File: src/rtl/avg_interp.sv
// Linear interpolator: for every accepted sample after the first, emit R = 2^LOG2_R
// points stepping from the previous sample towards the newest one.
module avg_interp #(
    parameter int WIDTH  = 16,
    parameter int LOG2_R = 3
) (
    input  logic             CLK,
    input  logic             rst,
    input  logic             in_valid,
    output logic             in_ready,
    input  logic [WIDTH-1:0] in_data,
    output logic             out_valid,
    input  logic             out_ready,
    output logic [WIDTH-1:0] out_data
);

    localparam logic [LOG2_R-1:0] K_LAST = '1;

    typedef enum logic [1:0] {
        S_EMPTY,
        S_WAIT,
        S_EMIT
    } state_t;

    state_t              r_state;
    state_t              w_state_next;
    logic [WIDTH-1:0]    r_cur;
    logic [WIDTH-1:0]    r_prev;
    logic [WIDTH-1:0]    w_cur_next;
    logic [WIDTH-1:0]    w_prev_next;
    logic [LOG2_R-1:0]   r_k;
    logic [LOG2_R-1:0]   w_k_next;
    logic                w_ready;
    logic                w_valid;

    logic signed [WIDTH:0]        w_diff;
    logic signed [WIDTH+LOG2_R:0] w_diff_ext;
    logic signed [WIDTH+LOG2_R:0] w_k_ext;
    logic signed [WIDTH+LOG2_R:0] w_prod;
    logic [WIDTH-1:0]             w_step;

    always_ff @(posedge CLK or posedge rst) begin
        if (rst) begin
            r_state <= S_EMPTY;
            r_cur   <= '0;
            r_prev  <= '0;
            r_k     <= '0;
        end else begin
            r_state <= w_state_next;
            r_cur   <= w_cur_next;
            r_prev  <= w_prev_next;
            r_k     <= w_k_next;
        end
    end

    // A new sample enters EMIT only on the final phase's transfer, so the
    // output stream continues without a bubble.
    always_comb begin
        w_state_next = r_state;
        w_cur_next   = r_cur;
        w_prev_next  = r_prev;
        w_k_next     = r_k;
        w_ready      = 1'b0;
        w_valid      = 1'b0;
        case (r_state)
            S_EMPTY: begin
                w_ready = 1'b1;
                if (in_valid) begin
                    w_cur_next   = in_data;
                    w_state_next = S_WAIT;
                end
            end
            S_WAIT: begin
                w_ready = 1'b1;
                if (in_valid) begin
                    w_prev_next  = r_cur;
                    w_cur_next   = in_data;
                    w_k_next     = '0;
                    w_state_next = S_EMIT;
                end
            end
            S_EMIT: begin
                w_valid = 1'b1;
                w_ready = (r_k == K_LAST) && out_ready;
                if (out_ready) begin
                    if (r_k != K_LAST) begin
                        w_k_next = r_k + 1'b1;
                    end else if (in_valid) begin
                        w_prev_next = r_cur;
                        w_cur_next  = in_data;
                        w_k_next    = '0;
                    end else begin
                        w_state_next = S_WAIT;
                    end
                end
            end
            default: begin
                w_state_next = S_EMPTY;
            end
        endcase
    end

    // prev + floor(k*(cur-prev)/R); the result stays between prev and cur, so truncation is exact.
    assign w_diff     = $signed({1'b0, r_cur}) - $signed({1'b0, r_prev});
    assign w_diff_ext = {{LOG2_R{w_diff[WIDTH]}}, w_diff};
    assign w_k_ext    = {{(WIDTH + 1){1'b0}}, r_k};
    assign w_prod     = w_k_ext * w_diff_ext;
    assign w_step     = WIDTH'(w_prod >>> LOG2_R);

    assign out_data  = r_prev + w_step;
    assign out_valid = w_valid;
    assign in_ready  = w_ready && !rst;

endmodule
File: config.mk
export PLATFORM = sky130hd
export DESIGN_NAME = avg_interp
export DESIGN_NICKNAME = d
export VERILOG_FILES = /design/src/rtl/avg_interp.sv
export SDC_FILE = /design/constraint.sdc
export NUM_CORES = 1
export LEC_CHECK = 0
export ABC_AREA = 1
export CORE_ASPECT_RATIO = 0.9
export CORE_MARGIN = 5
export CORE_UTILIZATION = 55
export CTS_CLUSTER_DIAMETER = 80
export DETAILED_ROUTE_END_ITERATION = 6
export PLACE_DENSITY = 0.79
export SLEW_MARGIN = 40
export SYNTH_ARGS = -nofsm -noshare
export SYNTH_HDL_FRONTEND = slang
export SYNTH_SLANG_ARGS = --single-unit
File: constraint.sdc
create_clock -name CLK -period 5.1 [get_ports CLK]
set_input_delay 0.51 -clock CLK [delete_from_list [all_inputs] [get_ports CLK]]
set_output_delay 0.51 -clock CLK [all_outputs]
set_load 0.05 [all_outputs]
==> run metrics, run 1 <==
run status=stopped before the end; largest net degree at the start of global routing=38; Mean Syn Cell Area=6.949 um^2; initial core utilization=56.87%; Row Count=32; worst endpoint after global-route timing repair=out_data[15]; Distinct cells, synth=40; Ports=38; Synth Instances=711; stopping stage=global routing (5_1_grt); synth warn=0; # hold bufs at CTS=0; CTS H-tree depth=2; register bit count reported by yosys=37; Die H=between 90 and 100 um; final RePlAce weighted congestion=between 0.9 and 1; Synthesized Nets=between 800 and 900; clock root buffer=clkbuf_8; worst_ep kind=top-level output; Mapped Area=between 4000 and 5000 um^2; run-stopping error=[ERROR DPL-0038] Utilization greater than 100%, impossible to legalize; I/O Buffers=37; clock sink count=37; DIE WIDTH=about 110 um; Max Root-Sink Buffers=2; cts bufs inserted=5; DPL Wire Length=~14000 um; Post-DP Area=between 7000 and 8000 um^2; Seq/Total Area, Yosys=a little under a fifth
cell families after synthesis:
logic type | after synthesis | share of synthesized area [%]
buffers and inverters | 145 | 11.88
AOI/OAI and AO/OA | 115 | 14.54
adders and majority gates | 84 | 24.01
and+or+nand+nor | 289 | 23.58
DFF | 37 | 18.74
xor gates and xnor gates | 41 | 7.268
synth_stat cells (all sizes together):
master  instances  area share, %
inv           134             10
fa             18            7.3
nand3          26            2.6
clkbuf          4           0.51
a221oi          1           0.18
ha             66             17
nor2           82            6.3
o211ai          1           0.15
a31oi           2           0.25
nor3            6           0.61
nand2         162             12
o21a            3           0.46
a21oi          53            6.3
or2             5           0.63
o221ai          2           0.35
a211oi          5           0.76
a31o            1           0.18
clkinv          2           0.18
a21o            5           0.76
o21ai          31            3.4
xor2           27            4.8
o21bai          7            1.1
nand3b          2           0.30
a21boi          3           0.53
dfrtp          37             19
buf             5            1.0
nor4            2           0.25
o22ai           1           0.13
xnor2          14            2.5
and3            1           0.13
nand4           3           0.38
per-stage QoR:
stage               worst slack, ns  hold slack (ns)  instances  TNS (ns)
detailed placement          -0.8032           0.5444       1022    -6.925
CTS                         -0.7573           0.5576       1051    -6.540
floorplan                  -0.06528           0.4697        711   -0.1699
global placement            -0.5912           0.5277       1022    -5.000
repair_timing:
action                     in CTS
setup endpoints to repair      13
buffers inserted               22
pin swaps                      95
resized for setup             168
==> inputs of run 2 (changes only) <==
--- a/config.mk
+++ b/config.mk
@@ -6,12 +6,10 @@
 export NUM_CORES = 1
 export LEC_CHECK = 0
 export ABC_AREA = 1
-export CORE_ASPECT_RATIO = 0.9
 export CORE_MARGIN = 5
-export CORE_UTILIZATION = 55
-export CTS_CLUSTER_DIAMETER = 80
+export CORE_UTILIZATION = 40
 export DETAILED_ROUTE_END_ITERATION = 6
-export PLACE_DENSITY = 0.79
+export PLACE_DENSITY_LB_ADDON = 0.15
 export SLEW_MARGIN = 40
 export SYNTH_ARGS = -nofsm -noshare
 export SYNTH_HDL_FRONTEND = slang
==> constraint.sdc (replaced) <==
create_clock -name CLK -period 6.6 [get_ports CLK]
set_input_delay 0.66 -clock CLK [delete_from_list [all_inputs] [get_ports CLK]]
set_output_delay 0.66 -clock CLK [all_outputs]
set_load 0.05 [all_outputs]
==> run metrics, run 2 <==
run status=complete, no violations; largest area contributor in the netlist=dfrtp_1; fraction of registers with async set or reset after synthesis=100.0%; Worst-path clk slew=about 0.060 ns; commonest non-fill, non-tap cell in the layout=nand2_1; Max Root-Sink Buffers=2; Period Utilization, post-route=a little over nine tenths; largest net degree at the start of global routing=38; crit path buf inv count=8; Seq/Total Area, Yosys=18.74%; worst hold path depth=2; crit end category=output port; fin nets=around 860; commonest cells after routing, fill and taps aside=nand2_1, inv_1, nor2_1; drt pass-1 iters=4; Hold Fails Final Rpt=0; Ports=38; DPL Wire Length=10190 um; antenna-violating nets left=0; first-pass GRT wire length=between 15000 and 20000 um; Top Registers=r_cur x16, r_prev x16, r_k x3; fillers=1220; worst-path maximum fanout=4; Clock Latency Late Sink=approximately 0.28 ns; worst reg-to-reg setup slack=4.40 ns; Crit path largest cell delay=approximately 0.52 ns; FMAX=~160 MHz; Row Count=40; DP Worst Slack=about 0.25 ns; DIE WIDTH=121.1 um; via/cell ratio=4.814; clock sink count=37; CP top delay family=adder cells; setup ws final=between 0.2 and 0.3 ns; # setup viols final=0; Worst Hold Path EP=r_cur[10]; gr usage total=16.69%; CP Class=register to output port; min Tclk post-route=between 6 and 7 ns; final RePlAce weighted congestion=0.9536; # hold bufs at CTS=0; Die H=roughly 120 um; Critical R2R Launch=r_k[0]; grt ovf=0; Residual DRC=0; post-DR wirelength/cell=roughly 13 um; Slew HR=around 66%; HP Class=register to register; Via Count=4443; Final Slew Violations=0; critical path launch point type=register; Distinct cells, synth=40; CP max stage cell=fa_1; Mean Syn Cell Area=about 6.9 um^2; core area=roughly 12000 um^2; Worst Path Required=just under 6 ns; clock root buffer=clkbuf_16; 1st-iter DRT viols=about 150; register bit count reported by yosys=37; cts bufs inserted=5; CTS H-tree depth=2; Post-synth EDFFs=0; Routed WL=around 12000 um; number of global-route vias before repair=about 4300; Clock Skews=between 0.003 and 0.004 ns; CTS tree=built; top cells by count, synth=nand2_1, inv_1, nor2_1; main flop type after synthesis=dfrtp_1; Mapped Area=4941 um^2; most common cell in the synthesized netlist=nand2_1; Die ar.=between 10000 and 15000 um^2; I/O Buffers=37; R2R Path End=r_prev[6]; ranking of synthesized cells by area=dfrtp_1, ha_1, nand2_1; initial core utilization=40.96%; antenna violations before repair=0; synth warn=0; Synth Instances=a little over 700; CP dominant cell by count=inv_1; Tightest Pin Transition=about 0.50 ns; Synth-to-Final Area Change=15.52%; Worst EP arrival=between 5 and 6 ns; Synthesized Nets=about 800; worst-case reg-to-reg path depth=10; RSZ-0062 raised after global routing=true; # diodes=0; post-synth top area share=around a fifth; min-delay src=r_cur[10]; share of cells above drive strength 1=8.609%; # Max-Cap Violations=0
[run 2: final cells by class]
type                    count  area [um^2]  area share [%]
flip-flops and latches     37        925.9           16.22
well taps                 168        210.2           3.683
inverters                 136        511.7           8.965
clock buffers               5        125.1           2.192
multi-input cells         529         3497           61.27
clock inverters             3        17.52          0.3069
repair buffers             45        420.4           7.365
[run 2: worst max path at each step]
stage / startpoint / endpoint / slack [ns] / cells after the start
2_1_floorplan: r_prev[0] / out_data[14] / 0.78 / 28
3_3_place_gp: r_prev[0] / out_data[10] / 0.29 / 29
3_5_place_dp: r_prev[0] / out_data[10] / 0.25 / 25
4_1_cts: r_prev[0] / out_data[7] / 0.06 / 27
5_1_grt: r_prev[0] / out_data[15] / -0.22 / 34
6_report: r_prev[4] / out_data[15] / 0.27 / 31
[run 2: kinds of logic (layout without fill, tap and decap cells)]
group	Yosys count	count (layout)	share of synthesized area, %
buffers and inverters	145	189	11.88
XOR/XNOR	41	41	7.268
AND/OR/NAND/NOR	289	289	23.58
flip-flops	37	37	18.74
adder cells (fa/ha/maj)	84	84	24.01
AO/OA/AOI/OAI	115	115	14.54
[run 2: worst min-delay path: stages (launching register included)]
cell     delay [ns]
dfrtp_1        0.36
nand2_1        0.07
nand2_1        0.05
[run 2: metrics by stage]
stage                     setup TNS, ns  utilization, %  cells  cell area, um^2  hold slack, ns
final                                 0           47.32    923             5708          0.5078
after global routing            -0.2382           47.32    923             5708          0.5332
after CTS                             0           46.58    921             5618          0.5140
after detailed placement              0           45.40    913             5477          0.4977
after global placement                0           45.40    913             5477          0.4959
after floorplan                       0               -    711             4941          0.4697
[run 2: what timing repair did]
item,4_1_cts,5_1_grt
resized for setup,1,25
endpoints found under the setup margin,1,11
buffers inserted,0,2
pin swaps,0,4
[run 2: per-layer routing]
layer | GRT usage (%) | share of wire, %
met3 | 1.352 | 3.6
met1 | 22.57 | 48
met2 | 28.07 | 46
met4 | 5.742 | 2.9
met5 | 0 | 0
Power of run 2 is not shown: default switching activity piles up to over one toggle a cycle in this logic, so the estimate is an artifact.
==> inputs of run 3 (changes only) <==
--- a/config.mk
+++ b/config.mk
@@ -9,6 +9,7 @@
 export CORE_MARGIN = 5
 export CORE_UTILIZATION = 40
 export DETAILED_ROUTE_END_ITERATION = 6
+export HOLD_SLACK_MARGIN = 0.02
 export PLACE_DENSITY_LB_ADDON = 0.15
 export SLEW_MARGIN = 40
 export SYNTH_ARGS = -nofsm -noshare
==> results of run 3 <==
The final DEF is identical to that of run 2; final timing and power are the same.
Power of run 3 is left out for the same reason.
==> inputs of run 4 (changes only) <==
--- a/config.mk
+++ b/config.mk
@@ -6,6 +6,7 @@
 export NUM_CORES = 1
 export LEC_CHECK = 0
 export ABC_AREA = 1
+export CAP_MARGIN = 0
 export CORE_MARGIN = 5
 export CORE_UTILIZATION = 40
 export DETAILED_ROUTE_END_ITERATION = 6
==> results of run 4 <==
The final DEF is identical to that of run 2; final timing and power are the same.
Power of run 4 is left out for the same reason.
